`config.mk`:
```
export PLATFORM = sky130hd
export DESIGN_NAME = ins_fetcher_flat
export DESIGN_NICKNAME = d
export VERILOG_FILES = /design/src/rtl/ins_fetcher_if.sv /design/src/rtl/ins_fetcher.sv /design/src/flat_wrapper.sv
export SDC_FILE = /design/constraint.sdc
export NUM_CORES = 1
export LEC_CHECK = 0
export ABC_AREA = 1
export BUFFER_PORTS_ARGS = -buffer_cell sky130_fd_sc_hd__buf_2
export CORE_ASPECT_RATIO = 1.1
export CORE_UTILIZATION = 35
export DETAILED_ROUTE_END_ITERATION = 8
export PLACE_DENSITY_LB_ADDON = 0.2
export SYNTH_ARGS = -nofsm -noshare
export SYNTH_HDL_FRONTEND = slang
export SYNTH_SLANG_ARGS = --single-unit
```
`constraint.sdc`:
```
create_clock -name clk_in -period 5.12 [get_ports clk_in]
set_input_delay 0.512 -clock clk_in [delete_from_list [all_inputs] [get_ports clk_in]]
set_output_delay 0.512 -clock clk_in [all_outputs]
set_load 0.02 [all_outputs]
```
`src/rtl/ins_fetcher_if.sv`:
```
// Fetch-side bus of the instruction fetcher: decoder handshake, ROB flush and
// memory-controller word reads. master = fetcher, slave = decoder/ROB/MC side.
interface ins_fetcher_if;
   logic        Decoder_ins_ready;
   logic [31:0] Decoder_ins;
   logic [31:0] Decoder_pc;
   logic [31:0] Decoder_predict_nxt_pc;
   logic        Decoder_stall;
   logic        Decoder_clear;
   logic [31:0] Decoder_new_addr;
   logic        ROB_clear;
   logic [31:0] ROB_new_pc;
   logic        MC_req;
   logic [31:0] MC_addr;
   logic        MC_done;
   logic [31:0] MC_data;

   modport master (
      output Decoder_ins_ready, Decoder_ins, Decoder_pc, Decoder_predict_nxt_pc,
      output MC_req, MC_addr,
      input  Decoder_stall, Decoder_clear, Decoder_new_addr,
      input  ROB_clear, ROB_new_pc, MC_done, MC_data
   );

   modport slave (
      input  Decoder_ins_ready, Decoder_ins, Decoder_pc, Decoder_predict_nxt_pc,
      input  MC_req, MC_addr,
      output Decoder_stall, Decoder_clear, Decoder_new_addr,
      output ROB_clear, ROB_new_pc, MC_done, MC_data
   );
endinterface

```
`src/rtl/ins_fetcher.sv`:
```
// Instruction fetch unit: fetch PC, direct-mapped one-word-per-line icache,
// static next-PC prediction and decoder/ROB redirect handling.
module ins_fetcher #(
   parameter logic [31:0] RESET_PC   = 32'h0,
   parameter int          ICACHE_IDX = 4
) (
   input  logic          clk_in,
   input  logic          rst_in,
   input  logic          rdy_in,
   ins_fetcher_if.master bus
);
   localparam int         ENTRIES   = 1 << ICACHE_IDX;
   localparam int         TAG_W     = 30 - ICACHE_IDX;
   localparam logic [6:0] OP_BRANCH = 7'b1100011;
   localparam logic [6:0] OP_JAL    = 7'b1101111;
   localparam logic [6:0] OP_JALR   = 7'b1100111;

   typedef enum logic [2:0] {FETCH, MISS, PRESENT, WAIT_JALR, DRAIN} state_t;
   state_t state, next_state;

   logic [31:0]        fetch_pc;
   logic [31:0]        data_mem [ENTRIES];
   logic [TAG_W-1:0]   tag_mem  [ENTRIES];
   logic [ENTRIES-1:0] valid;

   logic        ins_ready;
   logic [31:0] ins_q, pc_q, pred_q;
   logic        mc_req;
   logic [31:0] mc_addr;

   logic [ICACHE_IDX-1:0] idx;
   logic [TAG_W-1:0]      tag;
   logic                  hit, accept, is_jalr, fill, load_out, issue_miss;
   logic [31:0]           src_word, src_next, imm_b, imm_j;
   logic                  src_taken;

   assign bus.Decoder_ins_ready      = ins_ready;
   assign bus.Decoder_ins            = ins_q;
   assign bus.Decoder_pc             = pc_q;
   assign bus.Decoder_predict_nxt_pc = pred_q;
   assign bus.MC_req                 = mc_req;
   assign bus.MC_addr                = mc_addr;

   // Cache probe plus prediction of whichever word is about to be presented:
   // the cached word on a hit, or the returning memory word at the end of a miss.
   always_comb begin
      idx        = fetch_pc[ICACHE_IDX+1:2];
      tag        = fetch_pc[31:ICACHE_IDX+2];
      hit        = valid[idx] && (tag_mem[idx] == tag);
      accept     = ins_ready && !bus.Decoder_stall;
      is_jalr    = (ins_q[6:0] == OP_JALR);
      src_word   = (state == MISS) ? bus.MC_data : data_mem[idx];
      imm_b      = {{20{src_word[31]}}, src_word[7], src_word[30:25], src_word[11:8], 1'b0};
      imm_j      = {{12{src_word[31]}}, src_word[19:12], src_word[20], src_word[30:21], 1'b0};
      src_taken  = 1'b0;
      src_next   = fetch_pc + 32'd4;
      case (src_word[6:0])
         OP_BRANCH: if (src_word[31]) begin
            src_taken = 1'b1;
            src_next  = fetch_pc + imm_b;
         end
         OP_JAL:    src_next = fetch_pc + imm_j;
         default:   ;
      endcase
      fill       = (state == MISS) && bus.MC_done && !bus.ROB_clear;
      issue_miss = (state == FETCH) && !hit && !bus.ROB_clear;
      load_out   = ((state == FETCH) && hit && !bus.ROB_clear) || fill;
   end

   // Next-state logic. A flush while a read is outstanding has to wait out
   // the memory controller in DRAIN, since requests cannot be aborted.
   always_comb begin
      next_state = state;
      case (state)
         FETCH:     next_state = hit ? PRESENT : MISS;
         MISS:      if (bus.MC_done) next_state = PRESENT;
         PRESENT:   if (accept) next_state = is_jalr ? WAIT_JALR : FETCH;
         WAIT_JALR: if (bus.Decoder_clear) next_state = FETCH;
         DRAIN:     if (bus.MC_done) next_state = FETCH;
         default:   next_state = FETCH;
      endcase
      if (bus.ROB_clear) begin
         if ((state == MISS || state == DRAIN) && !bus.MC_done) next_state = DRAIN;
         else next_state = FETCH;
      end
   end

   always_ff @(posedge clk_in or negedge rst_in) begin
      if (!rst_in) state <= FETCH;
      else if (rdy_in) state <= next_state;
   end

   // PC, presentation registers and memory request; the ROB flush overrides
   // any same-cycle accept so the accepted instruction's successor is dropped.
   always_ff @(posedge clk_in or negedge rst_in) begin
      if (!rst_in) begin
         fetch_pc  <= RESET_PC;
         valid     <= '0;
         ins_ready <= 1'b0;
         ins_q     <= '0;
         pc_q      <= '0;
         pred_q    <= '0;
         mc_req    <= 1'b0;
         mc_addr   <= '0;
      end else if (rdy_in) begin
         if (fill) valid[idx] <= 1'b1;
         if (bus.ROB_clear) fetch_pc <= bus.ROB_new_pc;
         else if (state == PRESENT && accept && !is_jalr) fetch_pc <= pred_q;
         else if (state == WAIT_JALR && bus.Decoder_clear) fetch_pc <= bus.Decoder_new_addr & ~32'd1;
         if (bus.ROB_clear) ins_ready <= 1'b0;
         else if (load_out) ins_ready <= 1'b1;
         else if (accept) ins_ready <= 1'b0;
         if (load_out) begin
            ins_q  <= src_word;
            pc_q   <= {fetch_pc[31:1], src_taken};
            pred_q <= src_next;
         end
         if (issue_miss) begin
            mc_req  <= 1'b1;
            mc_addr <= fetch_pc;
         end else if ((state == MISS || state == DRAIN) && bus.MC_done) begin
            mc_req <= 1'b0;
         end
      end
   end

   // Cache data and tags need no reset; the valid bits guard them.
   always_ff @(posedge clk_in) begin
      if (rdy_in && fill) begin
         data_mem[idx] <= bus.MC_data;
         tag_mem[idx]  <= tag;
      end
   end
endmodule

```
`src/flat_wrapper.sv`:
```
// flat-port wrapper written by rule: the top's interface ports become plain ports
module ins_fetcher_flat 
#(
   parameter logic [31:0] RESET_PC   = 32'h0,
   parameter int          ICACHE_IDX = 4
)
  (clk_in, rst_in, rdy_in, bus_Decoder_ins_ready, bus_Decoder_ins, bus_Decoder_pc, bus_Decoder_predict_nxt_pc, bus_MC_req, bus_MC_addr, bus_Decoder_stall, bus_Decoder_clear, bus_Decoder_new_addr, bus_ROB_clear, bus_ROB_new_pc, bus_MC_done, bus_MC_data);
  ins_fetcher_if bus_i ();
  input  logic clk_in;
  input  logic rst_in;
  input  logic rdy_in;
  output wire logic [$bits(bus_i.Decoder_ins_ready)-1:0] bus_Decoder_ins_ready;
  output wire logic [$bits(bus_i.Decoder_ins)-1:0] bus_Decoder_ins;
  output wire logic [$bits(bus_i.Decoder_pc)-1:0] bus_Decoder_pc;
  output wire logic [$bits(bus_i.Decoder_predict_nxt_pc)-1:0] bus_Decoder_predict_nxt_pc;
  output wire logic [$bits(bus_i.MC_req)-1:0] bus_MC_req;
  output wire logic [$bits(bus_i.MC_addr)-1:0] bus_MC_addr;
  input wire logic [$bits(bus_i.Decoder_stall)-1:0] bus_Decoder_stall;
  input wire logic [$bits(bus_i.Decoder_clear)-1:0] bus_Decoder_clear;
  input wire logic [$bits(bus_i.Decoder_new_addr)-1:0] bus_Decoder_new_addr;
  input wire logic [$bits(bus_i.ROB_clear)-1:0] bus_ROB_clear;
  input wire logic [$bits(bus_i.ROB_new_pc)-1:0] bus_ROB_new_pc;
  input wire logic [$bits(bus_i.MC_done)-1:0] bus_MC_done;
  input wire logic [$bits(bus_i.MC_data)-1:0] bus_MC_data;
  assign bus_Decoder_ins_ready = bus_i.Decoder_ins_ready;
  assign bus_Decoder_ins = bus_i.Decoder_ins;
  assign bus_Decoder_pc = bus_i.Decoder_pc;
  assign bus_Decoder_predict_nxt_pc = bus_i.Decoder_predict_nxt_pc;
  assign bus_MC_req = bus_i.MC_req;
  assign bus_MC_addr = bus_i.MC_addr;
  assign bus_i.Decoder_stall = bus_Decoder_stall;
  assign bus_i.Decoder_clear = bus_Decoder_clear;
  assign bus_i.Decoder_new_addr = bus_Decoder_new_addr;
  assign bus_i.ROB_clear = bus_ROB_clear;
  assign bus_i.ROB_new_pc = bus_ROB_new_pc;
  assign bus_i.MC_done = bus_MC_done;
  assign bus_i.MC_data = bus_MC_data;
  ins_fetcher #(.RESET_PC(RESET_PC), .ICACHE_IDX(ICACHE_IDX)) u_core (.clk_in(clk_in), .rst_in(rst_in), .rdy_in(rdy_in), .bus(bus_i));
endmodule
```
# Word level (Yosys, flattened, before mapping)
# Memory sizes are Yosys's and may differ from the RTL's.
# Index checks and enable logic that the tools add are counted.
dict set report word_totals {
  register_bits 181
  out_inout_bits 130
  ram_bits 928
  input_bits 103
  memories 2
  word_cells 90
}
dict set report op_classes {
  n_bitwise 1
  muxes 28
  n_reduce_logical 33
  order_cmp 2
  n_addsub 3
  n_eq_ne 12
}
# memory depth width rd rd_ports_with_merged_regs write_ports line
set mem_list {}
lappend mem_list {u_core.data_mem 16 32 1 0 1 ins_fetcher.sv:22} ;# logic [31:0] data_mem [ENTRIES];
lappend mem_list {u_core.tag_mem 16 26 1 0 1 ins_fetcher.sv:23} ;# logic [TAG_W-1:0] tag_mem [ENTRIES];
# cell n
set ops {}
lappend ops {{$mux W32} 5}
lappend ops {{$add A32 B32 Y32} 2}
lappend ops {{$pmux W32 S2} 1}
lappend ops {{$add A32 B3 Y32 const B} 1}
lappend ops {{$eq A26 B26 Y1} 1}
lappend ops {{$eq A7 B7 Y1 const B} 3}
lappend ops {{$mux W3} 6}
lappend ops {{$or A16 B16 Y16} 1}
lappend ops {{$logic_and A1 B1 Y1} 15}
lappend ops {{$pmux W3 S5} 1}
lappend ops {{$reduce_and A2 Y1} 6}
lappend ops {{$mux W1} 11}
lappend ops {{$ne A3 B3 Y1 const B} 3}
lappend ops {{$eq A3 B2 Y1 const B} 2}
lappend ops {{$reduce_bool A3 Y1} 2}
lappend ops {{$logic_not A1 Y1} 5}
lappend ops {{$lt A4 B5 Y1 const B} 1}
lappend ops {{$reduce_and A5 Y1} 1}
lappend ops {{$bmux W1 S4} 1}
lappend ops {{$demux W1 S4} 1}
lappend ops {{$ge A4 B1 Y1 const B} 1}
lappend ops {{$mux W2} 2}
lappend ops {{$eq A3 B1 Y1 const B} 1}
lappend ops {{$eq A3 B3 Y1 const B} 1}
lappend ops {{4 further kinds} 5}

# Logic depth before layout (Yosys ltp)
dict set report depth {
  depth_word 8
  ltp_mapped 31
  ltp_nobuf 25
}

# Worst setup path after synthesis
# OpenSTA, ideal clock, no wires.
dict set report synth_timing {
  path_kind {register to register}
  start {reg u_core.fetch_pc[2]}
  end {mem u_core.data_mem[10][0], enable pin}
  slack_ns 0.296
  synth_period_minus_slack_ns 4.824
  path_buffers 7
  stages_incl_launch_ff 12
  t_arrival_ns 4.350
  required_ns 4.646
  setup_time_ns 0.474
  path_cell_list {dfrtp_1 > buf_6 > inv_6 > buf_6 > buf_6 > buf_4 > buf_2 > buf_2 > buf_2 > ha_1 > nand2_1 > nor2_1}
}
# item line
set synth_rtl {}
lappend synth_rtl {{from (decl)} ins_fetcher.sv:21} ;# logic [31:0] fetch_pc;
lappend synth_rtl {{from (signal assigned)} ins_fetcher.sv:107} ;# if (bus.ROB_clear) fetch_pc <= bus.ROB_new_pc;
lappend synth_rtl {{from (signal assigned)} ins_fetcher.sv:108} ;# else if (state == PRESENT && accept && !is_jalr) fetch_pc <= pred_q;
lappend synth_rtl {{from (signal assigned)} ins_fetcher.sv:109} ;# else if (state == WAIT_JALR && bus.Decoder_clear) fetch_pc <= bus.Decoder_new_addr & ~32'd1;
lappend synth_rtl {{to (decl)} ins_fetcher.sv:22}
# Straight into the memory's write port.

# Worst setup path in the final report
dict set report layout_timing {
  start {reg u_core.fetch_pc[2]}
  end {reg u_core.pred_q[23], in the netlist u_core.bus.Decoder_predict_nxt_pc[23]}
}
dict set report layout_via {
  word_cells_on_any_way 18
  cone_classes {3 x add/sub; 3 x eq/ne; 5 x mux; 5 x reduce/logical; 2 x memory}
}
# item line
set layout_rtl {}
lappend layout_rtl {{$mem_v2 Z16 W32 *} -}
lappend layout_rtl {{$mux W32 *} ins_fetcher.sv:52} ;# src_word = (state == MISS) ? bus.MC_data : data_mem[idx];
lappend layout_rtl {{named net u_core.src_word[26]} ins_fetcher.sv:34} ;# logic [31:0] src_word, src_next, imm_b, imm_j;
lappend layout_rtl {{$add A32 B32 Y32} ins_fetcher.sv:60} ;# src_next = fetch_pc + imm_b;
lappend layout_rtl {{$mux W32} ins_fetcher.sv:58} ;# OP_BRANCH: if (src_word[31]) begin
lappend layout_rtl {{$pmux W32 S2 *} ins_fetcher.sv:57} ;# case (src_word[6:0])
lappend layout_rtl {{to (signal assigned)} ins_fetcher.sv:116} ;# pred_q <= src_next;
lappend layout_rtl {{to (decl)} ins_fetcher.sv:27} ;# logic [31:0] ins_q, pc_q, pred_q;
# Mark *: on every way through the listed nets, which the timed path passes. The rest lies on a longest branch. The select of a mux whose other input is x is not followed.
# A chain may end at the register's enable or synchronous reset.

==> out/results.txt <==
Setup TNS Final - 0 ns
post-place instance area - 54700 sq um
Die H - 400 um
share of layout cells above drive strength 1 - 11.8%
initial DRC count - 3763
Tightest Pin Transition - 1.21 ns
CTS Buf Count - 116
CTS tree - done
Vias per Instance - 5.20
Reg clk slew, reported paths - 0.07 ns
worst path arrival time - 5.20 ns
post-synth cell types - 43
HPWL Detailed - 109 mm
Max Cap Viol - 0
Clock Skew - 0.0745 ns
Top Family by Delay on Critical Path - compound AO/OA/AOI/OAI gates
pin count of the biggest net entering global routing - 112
synthesized instance count - 5062
Initial Utilization - 35.4%
r2r startpoint - u_core.fetch_pc[2]
initial antenna violation count - 16
Skew-Pair Late Insertion Delay - 0.77 ns
number of global-route vias before repair - 36600
number of clock sinks - 1109
synth warn - 0
hold path cells - 3
minimum clock period - 4.56 ns
WP data required - 5.76 ns
crit path capture type - register
Fillers - 13800
Seq/Total Area, Yosys - 64.2%
VDD IR-drop max - 0.000328 V
max incr delay on CP - 0.72 ns
worst r2r path cells - 22
Setup CP Type - reg2reg
Slew Viols, Final - 0
Mapped Avg Cell Area - 9.98 sq um
Pwr per Cell Area - 519 nW/um^2
router iterations before antenna repair - 6
Final nets - 5492
Post-Syn Area - 50500 sq um
Post-Route WL - 173 mm
# setup viols final - 0
number of synthesized flops with an enable pin - 928
CTS H-tree depth - 3
ratio of final minimum period to clock period - 89.0%
Detail Route Antenna Nets - 0
Clock Tree Buf Depth - 3
Rows - 145
most used cell, CP - nand2_1
RSZ-0062 raised after global routing - false
Placeable Area - 143000 sq um
post-route cell area - 58500 sq um
final hold violations - 0
Post-synth top flop - edfxtp_1
Ports - 233
area of the multi-input gates - 15500 sq um
Resized Gates After CTS - 0
crit path max fanout - 57
Peak Freq - 0.219 GHz
min-delay src - bus_ROB_new_pc[18]
status - complete, no violations
WL/cell - 23.6 um
first-pass GRT wire length - 253 mm
Worst path slowest cell - dfrtp_4
total gr overflow - 0
crit start category - register
Area Growth Syn to Fin - 15.9%
GPL Wtd Cong - 0.952
register area - 32400 sq um
Die ar. - 146000 sq um
clock root buffer - clkbuf_16
r2r setup slk - 0.56 ns
global-route usage over all layers - 23.6%
Layout Cells excl Fill - 7352
leakage - 23.4 nW
routed via count - 38200
DIE WIDTH - 364 um
Residual DRC - 0
WP buf/inv - 5
synthesized flop and latch total - 1109
worst-path cell chain - buf_12, buf_12, o21ai_0, o22ai_1, nand2_1, a41oi_1, buf_4, ha_1, a21oi_1, a21boi_0, o21ai_0, buf_4, nand2_1, nand3_1, nand2_1, nand2_1, nand2_1, inv_1, nand2_1, nand3_1, nand3_1, nand2_1
Hold WC Path Type - in2reg
final hold slack - 0.0513 ns
I/O Buffers - 231
Post-Syn Nets - 5214
Synth async-reset ratio - 16.3%
Min-Delay Endpoint - u_core.fetch_pc[18]
Inst Count DP - 7124
Reg-to-Reg End - u_core.bus.Decoder_predict_nxt_pc[23]
relative slew slack - 19.6%
-- Yosys cell counts (35+ instances only) --
cell	count	share of area, %
nand2_1	1282	9.5
nor3_1	40	0.40
o21ai_0	423	4.2
o22ai_1	115	1.4
nor2_1	658	4.9
nand4_1	35	0.43
nand3_1	313	3.1
o21ai_1	107	1.1
edfxtp_1	928	55
ha_1	47	1.2
clkbuf_1	122	0.91
dfrtp_1	181	9.0
a21oi_1	102	1.0
o211ai_1	36	0.54
inv_1	356	2.6
buf_2	95	0.94
xor2_1	56	0.97
-- per-layer routing --
metal | GRT usage (%) | share of wire, % | vias up
met1 | 33.3 | 44 | 18800
met5 | 0 | 0.073 | -
met2 | 37.6 | 46 | 1370
met4 | 6.53 | 2.5 | 18
met3 | 3.56 | 6.8 | 267
li1 | - | - | 17800
-- sequential cells by signal, indices dropped and copies added (netlist names) --
| name | flops |
|---|---|
| u_core.bus.Decoder_predict_nxt_pc | 32 |
| u_core.bus.Decoder_ins_ready | 1 |
| u_core.state | 3 |
| u_core.data_mem | 512 |
| u_core.bus.Decoder_ins | 32 |
| u_core.valid | 16 |
| u_core.bus.Decoder_pc | 32 |
| u_core.bus.MC_addr | 32 |
| u_core.fetch_pc | 32 |
| u_core.bus.MC_req | 1 |
| u_core.tag_mem | 416 |
-- what timing repair did --
action                                 4_1_cts  5_1_grt
hold buffers                                 9        0
setup buffers                                0        0
endpoints found under the hold margin       78        0
-- placed cells by master (no fill, tap or decap), drive strengths merged, types with 56 or more instances in the layout --
cell type	Yosys	final
edfxtp	928	928
nor2	663	663
buf	148	420
nand3	313	313
clkinv	0	56
o22ai	115	115
inv	364	368
o21ai	530	530
xor2	56	56
dfrtp	181	181
a21oi	104	104
clkbuf	122	148
nand2	1286	1286
-- through the flow --
| step | utilization, % | setup slack [ns] | power, W |
|---|---|---|---|
| 6_report | 41.0 | 0.562 | 0.0304 |
| 5_1_grt | 41.0 | 0.249 | 0.0318 |
| 4_1_cts | 41.0 | 0.630 | 0.0304 |
| 3_5_place_dp | 38.3 | 0.659 | 0.0221 |
| 3_3_place_gp | 38.3 | 0.656 | 0.0220 |
| 2_1_floorplan | - | 0.296 | 0.0175 |
-- power by group --
part	internal [W]	switching [W]	total, W
Sequential	0.0105	0.000676	0.0112
Clock	0.00468	0.00366	0.00834
Combinational	0.00331	0.00753	0.0108
-- cell type report --
type	instances	area share, %
antenna	3	0.0128
multi-input combinational	3319	26.5
clock inverter	69	1.03
inverter	364	2.38
sequential	1109	55.4
timing repair buffer	430	5.22
tap	1911	4.09
clock buffer	147	5.40
-- cells by family (layout without fill, tap and decap cells) --
kind of cell | after synthesis | count (layout) | share of synthesized area, %
and+or+nand+nor | 2368 | 2368 | 18.9
DFF | 1109 | 1109 | 64.2
adders and majority gates | 49 | 49 | 1.24
xor gates and xnor gates | 64 | 64 | 1.11
other | 0 | 3 | 0
AOI/OAI and AO/OA | 838 | 838 | 9.11
buffers and inverters | 634 | 1010 | 5.46
-- how the worst max path moves through the flow --
stage	start	depth (start not counted)	to	slack (ns)
3_5_place_dp	u_core.fetch_pc[2]	22	u_core.bus.Decoder_predict_nxt_pc[31]	0.66
6_report	u_core.fetch_pc[2]	22	u_core.bus.Decoder_predict_nxt_pc[23]	0.56
3_3_place_gp	u_core.fetch_pc[2]	22	u_core.bus.Decoder_predict_nxt_pc[23]	0.66
2_1_floorplan	u_core.fetch_pc[2]	11	u_core.data_mem[10][0]	0.30
4_1_cts	u_core.fetch_pc[2]	22	u_core.bus.Decoder_predict_nxt_pc[31]	0.63
5_1_grt	u_core.fetch_pc[2]	22	u_core.bus.Decoder_predict_nxt_pc[23]	0.25
-- worst register-to-register path, delay by kind of cell, from the launching register on --
kind | cells | cell delay, ns
adders and majority gates | 1 | 0.29
and+or+nand+nor | 10 | 0.75
DFF | 1 | 0.72
buffers and inverters | 5 | 1.11
AOI/OAI and AO/OA | 6 | 1.60
Power figures use the tool's default switching activity.
